### config.mk
export PLATFORM = sky130hd
export DESIGN_NAME = panel_event_port
export DESIGN_NICKNAME = d
export VERILOG_FILES = /design/src/rtl/panel_event_port.sv
export SDC_FILE = /design/constraint.sdc
export NUM_CORES = 1
export LEC_CHECK = 0
export CAP_MARGIN = 40
export CORE_UTILIZATION = 55
export DETAILED_ROUTE_END_ITERATION = 10
export GPL_ROUTABILITY_DRIVEN = 1
export PLACE_DENSITY = 0.87
export REMOVE_ABC_BUFFERS = 1
export SETUP_SLACK_MARGIN = 0.3
export SLEW_MARGIN = 25
export SYNTH_ARGS = -nofsm -noshare
export SYNTH_HDL_FRONTEND = slang
export SYNTH_SLANG_ARGS = --single-unit
### constraint.sdc
create_clock -name clk -period 4.2 [get_ports clk]
set_input_delay 0.42 -clock clk [delete_from_list [all_inputs] [get_ports clk]]
set_output_delay 0.42 -clock clk [all_outputs]
set_load 0.01 [all_outputs]
### src/rtl/panel_event_port.sv
// Generic first-word-fall-through FIFO; storage is cleared on reset.
// Latency: a pushed entry is visible at the head one cycle after the push.
// Backpressure: writes are ignored while full; rd_rdy pops the head while rd_vld.
module fifo #(
    parameter int W     = 8,
    parameter int DEPTH = 4
) (
    input  logic         clk,
    input  logic         rst,
    input  logic         wr_vld,
    input  logic [W-1:0] wr_dat,
    output logic         full,
    output logic         rd_vld,
    input  logic         rd_rdy,
    output logic [W-1:0] rd_dat
);
    localparam int AW = $clog2(DEPTH);
    localparam logic [AW:0] FULL_CNT = (AW+1)'(DEPTH);

    logic [W-1:0]  mem [DEPTH];
    logic [AW-1:0] wr_ptr;
    logic [AW-1:0] rd_ptr;
    logic [AW:0]   count;
    logic          wr_en;
    logic          rd_en;

    assign full   = (count == FULL_CNT);
    assign rd_vld = (count != '0);
    assign wr_en  = wr_vld && !full;
    assign rd_en  = rd_vld && rd_rdy;
    assign rd_dat = mem[rd_ptr];

    always_ff @(posedge clk) begin
        if (rst) begin
            wr_ptr <= '0;
            rd_ptr <= '0;
            count  <= '0;
            for (int i = 0; i < DEPTH; i++) mem[i] <= '0;
        end else begin
            if (wr_en) begin
                mem[wr_ptr] <= wr_dat;
                wr_ptr      <= wr_ptr + 1'b1;
            end
            if (rd_en) rd_ptr <= rd_ptr + 1'b1;
            case ({wr_en, rd_en})
                2'b10:   count <= count + 1'b1;
                2'b01:   count <= count - 1'b1;
                default: count <= count;
            endcase
        end
    end
endmodule

// Panel endpoint: synchronize + debounce buttons into an edge-event stream, hold the LED register.
// Latency: button change to event head is DEBOUNCE+3 cycles on an idle FIFO; leds load 1 cycle after led_wr.
// Backpressure: head holds while evt_ready is low; edges wait in pending bits, a repeated edge sets overflow.
module panel_event_port #(
    parameter int WIDTH      = 8,
    parameter int DEBOUNCE   = 4,
    parameter int FIFO_DEPTH = 4
) (
    input  logic                     clk,
    input  logic                     rst,
    input  logic [WIDTH-1:0]         buttons,
    output logic [WIDTH-1:0]         leds,
    input  logic                     led_wr,
    input  logic [WIDTH-1:0]         led_wdata,
    output logic [WIDTH-1:0]         btn_state,
    output logic                     evt_valid,
    input  logic                     evt_ready,
    output logic [$clog2(WIDTH)-1:0] evt_index,
    output logic                     evt_pressed,
    output logic                     overflow
);
    localparam int IW = $clog2(WIDTH);
    localparam int CW = $clog2(DEBOUNCE + 1);
    localparam logic [CW-1:0] CNT_LAST = CW'(DEBOUNCE - 1);

    typedef struct packed {
        logic [IW-1:0] index;
        logic          pressed;
    } evt_t;

    logic [WIDTH-1:0] s1;
    logic [WIDTH-1:0] s2;
    logic [WIDTH-1:0] commit;
    logic [WIDTH-1:0] pending;
    logic [WIDTH-1:0] push_mask;
    logic [CW-1:0]    cnt [WIDTH];
    logic             push_vld;
    logic             fifo_full;
    logic [IW-1:0]    push_idx;
    evt_t             push_evt;
    evt_t             head_evt;

    // A bit commits on the cycle its counter would reach DEBOUNCE.
    always_comb begin
        commit = '0;
        for (int i = 0; i < WIDTH; i++)
            commit[i] = (s2[i] != btn_state[i]) && (cnt[i] == CNT_LAST);
    end

    always_ff @(posedge clk) begin
        if (rst) begin
            s1        <= '0;
            s2        <= '0;
            btn_state <= '0;
            for (int i = 0; i < WIDTH; i++) cnt[i] <= '0;
        end else begin
            s1        <= buttons;
            s2        <= s1;
            btn_state <= btn_state ^ commit;
            for (int i = 0; i < WIDTH; i++) begin
                if ((s2[i] == btn_state[i]) || commit[i])
                    cnt[i] <= '0;
                else
                    cnt[i] <= cnt[i] + 1'b1;
            end
        end
    end

    // Lowest-index pending bit wins; gated by the registered (pre-pop) FIFO count.
    always_comb begin
        push_idx  = '0;
        push_mask = '0;
        for (int i = WIDTH - 1; i >= 0; i--)
            if (pending[i]) push_idx = IW'(i);
        push_vld = (|pending) && !fifo_full;
        if (push_vld) push_mask[push_idx] = 1'b1;
        push_evt.index   = push_idx;
        push_evt.pressed = btn_state[push_idx];
    end

    always_ff @(posedge clk) begin
        if (rst) begin
            pending  <= '0;
            overflow <= 1'b0;
            leds     <= '0;
        end else begin
            pending  <= (pending & ~push_mask) | commit;
            overflow <= overflow | (|(commit & pending & ~push_mask));
            if (led_wr) leds <= led_wdata;
        end
    end

    fifo #(
        .W     ($bits(evt_t)),
        .DEPTH (FIFO_DEPTH)
    ) u_evt_fifo (
        .clk    (clk),
        .rst    (rst),
        .wr_vld (push_vld),
        .wr_dat (push_evt),
        .full   (fifo_full),
        .rd_vld (evt_valid),
        .rd_rdy (evt_ready),
        .rd_dat (head_evt)
    );

    assign evt_index   = head_evt.index;
    assign evt_pressed = head_evt.pressed;
endmodule

==> results.yml <==
critical_path:
  cp_slowest_cell: "sky130_fd_sc_hd__or4_4"
  path_max_fanout: 9
  critPathRequiredTime_ps: 4470
  critPathMaxStageDelay_ps: 580
  worstPathCellList: "or4_4 > o21a_1 > inv_1 > ha_1 > inv_1 > fa_1 > xor2_1 > or3_1 > a21oi_1"
  critPathArrivalTime_ps: 2860
  timing.critical_path.from: "pending[3]"
  worst-setup-path-type: "reg2reg"
  cp-start-kind: "flip-flop"
  crit_top_cell: "sky130_fd_sc_hd__inv_1"
  crit-reg2reg-launch: "pending[3]"
  type_of_destination_of_the_critical_path: "flip-flop"
grt:
  gr-usage-all-layers_pct: 19.5
  grt_max_degree: 58
  met1_usage_pct: 23.5
  grt_pass1_wl_mm: 11.0
  gr-max-usage-layer: "met2"
  first_global_vias: 2491
  use_met3_pct: 3.85
  grt_antenna_before_repair: 0
  grt-ovfl-total: 0
  grtUsageMet2_pct: 33.7
clock_tree:
  clockBufferDepth: 2
  cts_setup_buffers: 0
  clock_tree.htree_level_count: 3
  numCtsBuffers: 9
  postCtsHoldBufs: 0
  path_clk_slew_ps: 90
  clock_tree_from_tritoncts: "done"
  cts_resized: 0
  clock_insertion_delay_worst_skew_ps: 340
  clock_sink_count: 90
  clk_root_buffer_cell: "sky130_fd_sc_hd__clkbuf_8"
synthesis:
  ys_seq_elements: 90
  synth-xor-area-share_pct: 3.18
  area_share_of_the_largest_cell_type_after_synthesis_pct: 31.2
  synth.yosys.warnings: 0
  post_synth_and_or_nand_nor_area_fraction_pct: 16.6
  synth_compound_area_share_pct: 7.25
  netlist-cell-type-count: 43
  synth.top_cells.by_area: "sky130_fd_sc_hd__edfxtp_1 (31%), sky130_fd_sc_hd__dfxtp_1 (26%), sky130_fd_sc_hd__nor2_1 (6.8%)"
  synth-seq-area-share_pct: 57.2
  post_synth.cell_area_avg_um2: 11.0
  synth_top_family_by_area: "simple AND/OR/NAND/NOR gates"
  post_synthesis_cells: 350
  post-synth-top-area-cell: "sky130_fd_sc_hd__edfxtp_1"
  yosys.area_share.adder_pct: 6.04
  mappedNetlistArea_mm2: 0.00385
  synth.area.mux_share_pct: 6.50
timing:
  finClkSkew_ps: 11.4
  fin_worst_hold_slack_ps: 441
  maxSlewHeadroom_pct: 56.1
  maxSlewViolCount: 0
  setup_tns_ps: 0
  maxClockFrequency_mhz: 387
  post-route-min-period_ps: 2590
  finalHoldViolCount: 0
  rsz0062_at_grt: "no"
  fin_crit_sh_pct: 61.6
  tightestPinTransition_ps: 652
  final-setup-viol-count: 0
floorplan:
  die_height_um: 85.7
  num_rows: 30
  floorplan.core_area_mm2: 0.00679
  die_area_mm2: 0.00734
  pin_count: 42
  initial_core_util_pct: 56.7
  fp.dieW_um: 85.7
power_and_ir_drop:
  leakage_nw: 1.83
  power.density_mw_per_mm2: 370
  vdd.ir_drop.worst_v: 0.000237
final_layout:
  register_area_mm2: 0.00220
  multi_input_area_mm2: 0.00161
  antennaDiodeCount: 0
  layout_area_growth_over_synthesis_pct: 20.9
  final_nets: 454
  number_of_fill_cells_in_the_layout: 525
  finish.cell_count_without_fillers: 517
  layout-drive-gt1-share_pct: 6.89
detailed_routing:
  vias: 2599
  routed_wl_mm: 6.62
  post_drt_via_cell_ratio: 5.03
  detailed_routing_iteration_count_for_the_pre_antenna_repair_pass: 4
  route.detailed.drc: 0
  detailedRoute.firstIterationViolations: 83
  routed_length_per_placed_instance_um: 12.8
  route.antenna.remaining_nets: 0
outcome:
  outcome: "finished, final reports clean"
flow_run:
  max_cap_violations: 0
place:
  dp_cells: 501
  post-dp-hpwl_mm: 4.93
  place.port_buffers: 41
  gp_congestion: 0.850
worst_hold_path:
  hp-start: "s1[1]"
  hold_path.class: "reg2reg"
final cells by class:
type / count / area share (%)
Clock inverter: 3 / 0.537
Sequential cell: 90 / 47.3
Clock buffer: 13 / 4.35
Timing Repair Buffer: 42 / 8.87
Multi-Input combinational cell: 252 / 34.7
Tap cell: 96 / 2.58
Inverter: 21 / 1.69
critical path: cells and delay by family, from the launching register on:
kind | cells | cell delay, ps
AOI/OAI and AO/OA | 2 | 420
buffers and inverters | 2 | 140
xor gates and xnor gates | 1 | 160
and+or+nand+nor | 2 | 890
DFF | 1 | 380
adders and majority gates | 2 | 540
Yosys cell counts:
library cell               count
sky130_fd_sc_hd__o21a_1        1
sky130_fd_sc_hd__inv_1        21
sky130_fd_sc_hd__mux4_2        4
sky130_fd_sc_hd__nand2b_1      5
sky130_fd_sc_hd__o22ai_1       1
sky130_fd_sc_hd__a211oi_2      1
sky130_fd_sc_hd__a41oi_1       2
sky130_fd_sc_hd__or2_2         1
sky130_fd_sc_hd__or4_4         2
sky130_fd_sc_hd__xor2_1        8
sky130_fd_sc_hd__or3_1         7
sky130_fd_sc_hd__a22oi_1       3
sky130_fd_sc_hd__edfxtp_1     40
sky130_fd_sc_hd__and2_1        2
sky130_fd_sc_hd__nand2_2       1
sky130_fd_sc_hd__nor4_1        1
sky130_fd_sc_hd__nand2_1      15
sky130_fd_sc_hd__nand4_1       2
sky130_fd_sc_hd__mux2i_1      16
sky130_fd_sc_hd__conb_1        1
sky130_fd_sc_hd__dfxtp_1      50
sky130_fd_sc_hd__a32oi_1       1
sky130_fd_sc_hd__a21o_1        1
sky130_fd_sc_hd__fa_1          1
sky130_fd_sc_hd__nor2_1       70
sky130_fd_sc_hd__o21ai_0      10
sky130_fd_sc_hd__nor2b_1      16
sky130_fd_sc_hd__o41ai_2       1
sky130_fd_sc_hd__and3_1        6
sky130_fd_sc_hd__xnor2_1       6
sky130_fd_sc_hd__ha_1         17
sky130_fd_sc_hd__o311ai_0      2
sky130_fd_sc_hd__clkbuf_1      6
sky130_fd_sc_hd__or3b_2        1
sky130_fd_sc_hd__nor3b_2       1
sky130_fd_sc_hd__a21oi_1      13
sky130_fd_sc_hd__o31ai_1       2
sky130_fd_sc_hd__buf_2         3
sky130_fd_sc_hd__o21bai_1      2
sky130_fd_sc_hd__a32o_1        1
sky130_fd_sc_hd__nand3_1       4
sky130_fd_sc_hd__buf_1         1
sky130_fd_sc_hd__a211oi_1      1
where the power goes:
part	internal [mW]	switching [mW]
Clock	0.326	0.298
Combinational	0.0711	0.0642
Sequential	0.946	0.0192
Total	1.34	0.381
cell usage in the layout (no fill, tap or decap), drive strengths merged, types with 7 or more instances in the layout:
master | netlist | routed
mux2i | 16 | 16
nor2b | 16 | 16
clkdlybuf4s50 | 0 | 40
o21ai | 10 | 10
edfxtp | 40 | 40
nor2 | 70 | 70
nand2 | 16 | 16
ha | 17 | 17
or3 | 7 | 7
dfxtp | 50 | 50
a21oi | 13 | 13
conb | 1 | 24
clkbuf | 6 | 13
inv | 21 | 21
xor2 | 8 | 8
per-layer routing:
layer  vias to the layer above  wire length [um]
met4                         0                93
met1                      1215              2930
li1                       1317                 -
met5                         -                 0
met2                        59              3370
met3                         8               226
through the flow:
stage                     instance area [um^2]  power, mW  utilization (%)  setup WS (ps)
after floorplan                           3890       1.06                -           1780
after CTS                                 4660       1.74             68.5           1610
after global routing                      4660       1.80             68.5           1470
after detailed placement                  4430       1.12             65.2           1640
after global placement                    4430       1.11             65.2           1700
final                                     4660       1.72             68.5           1610
logic make-up (layout without fill, tap and decap cells):
family / count (synthesis) / count (layout)
mux: 20 / 20
flops: 90 / 90
fa+ha+maj: 18 / 18
other cells: 1 / 24
compound gates: 42 / 42
simple gates: 134 / 134
buf+inv: 31 / 79
xor+xnor: 14 / 14
path summary, 6_finish.rpt:
check | endpoint | slack (ps) | depth (start not counted)
setup / recovery | u_evt_fifo.count[2] | 1610 | 9
hold / removal | s2[1] | 440 | 1
setup reg to reg | u_evt_fifo.count[2] | 1610 | 9
hold reg to reg | s2[1] | 440 | 1
(Power assumes the default switching activity.)
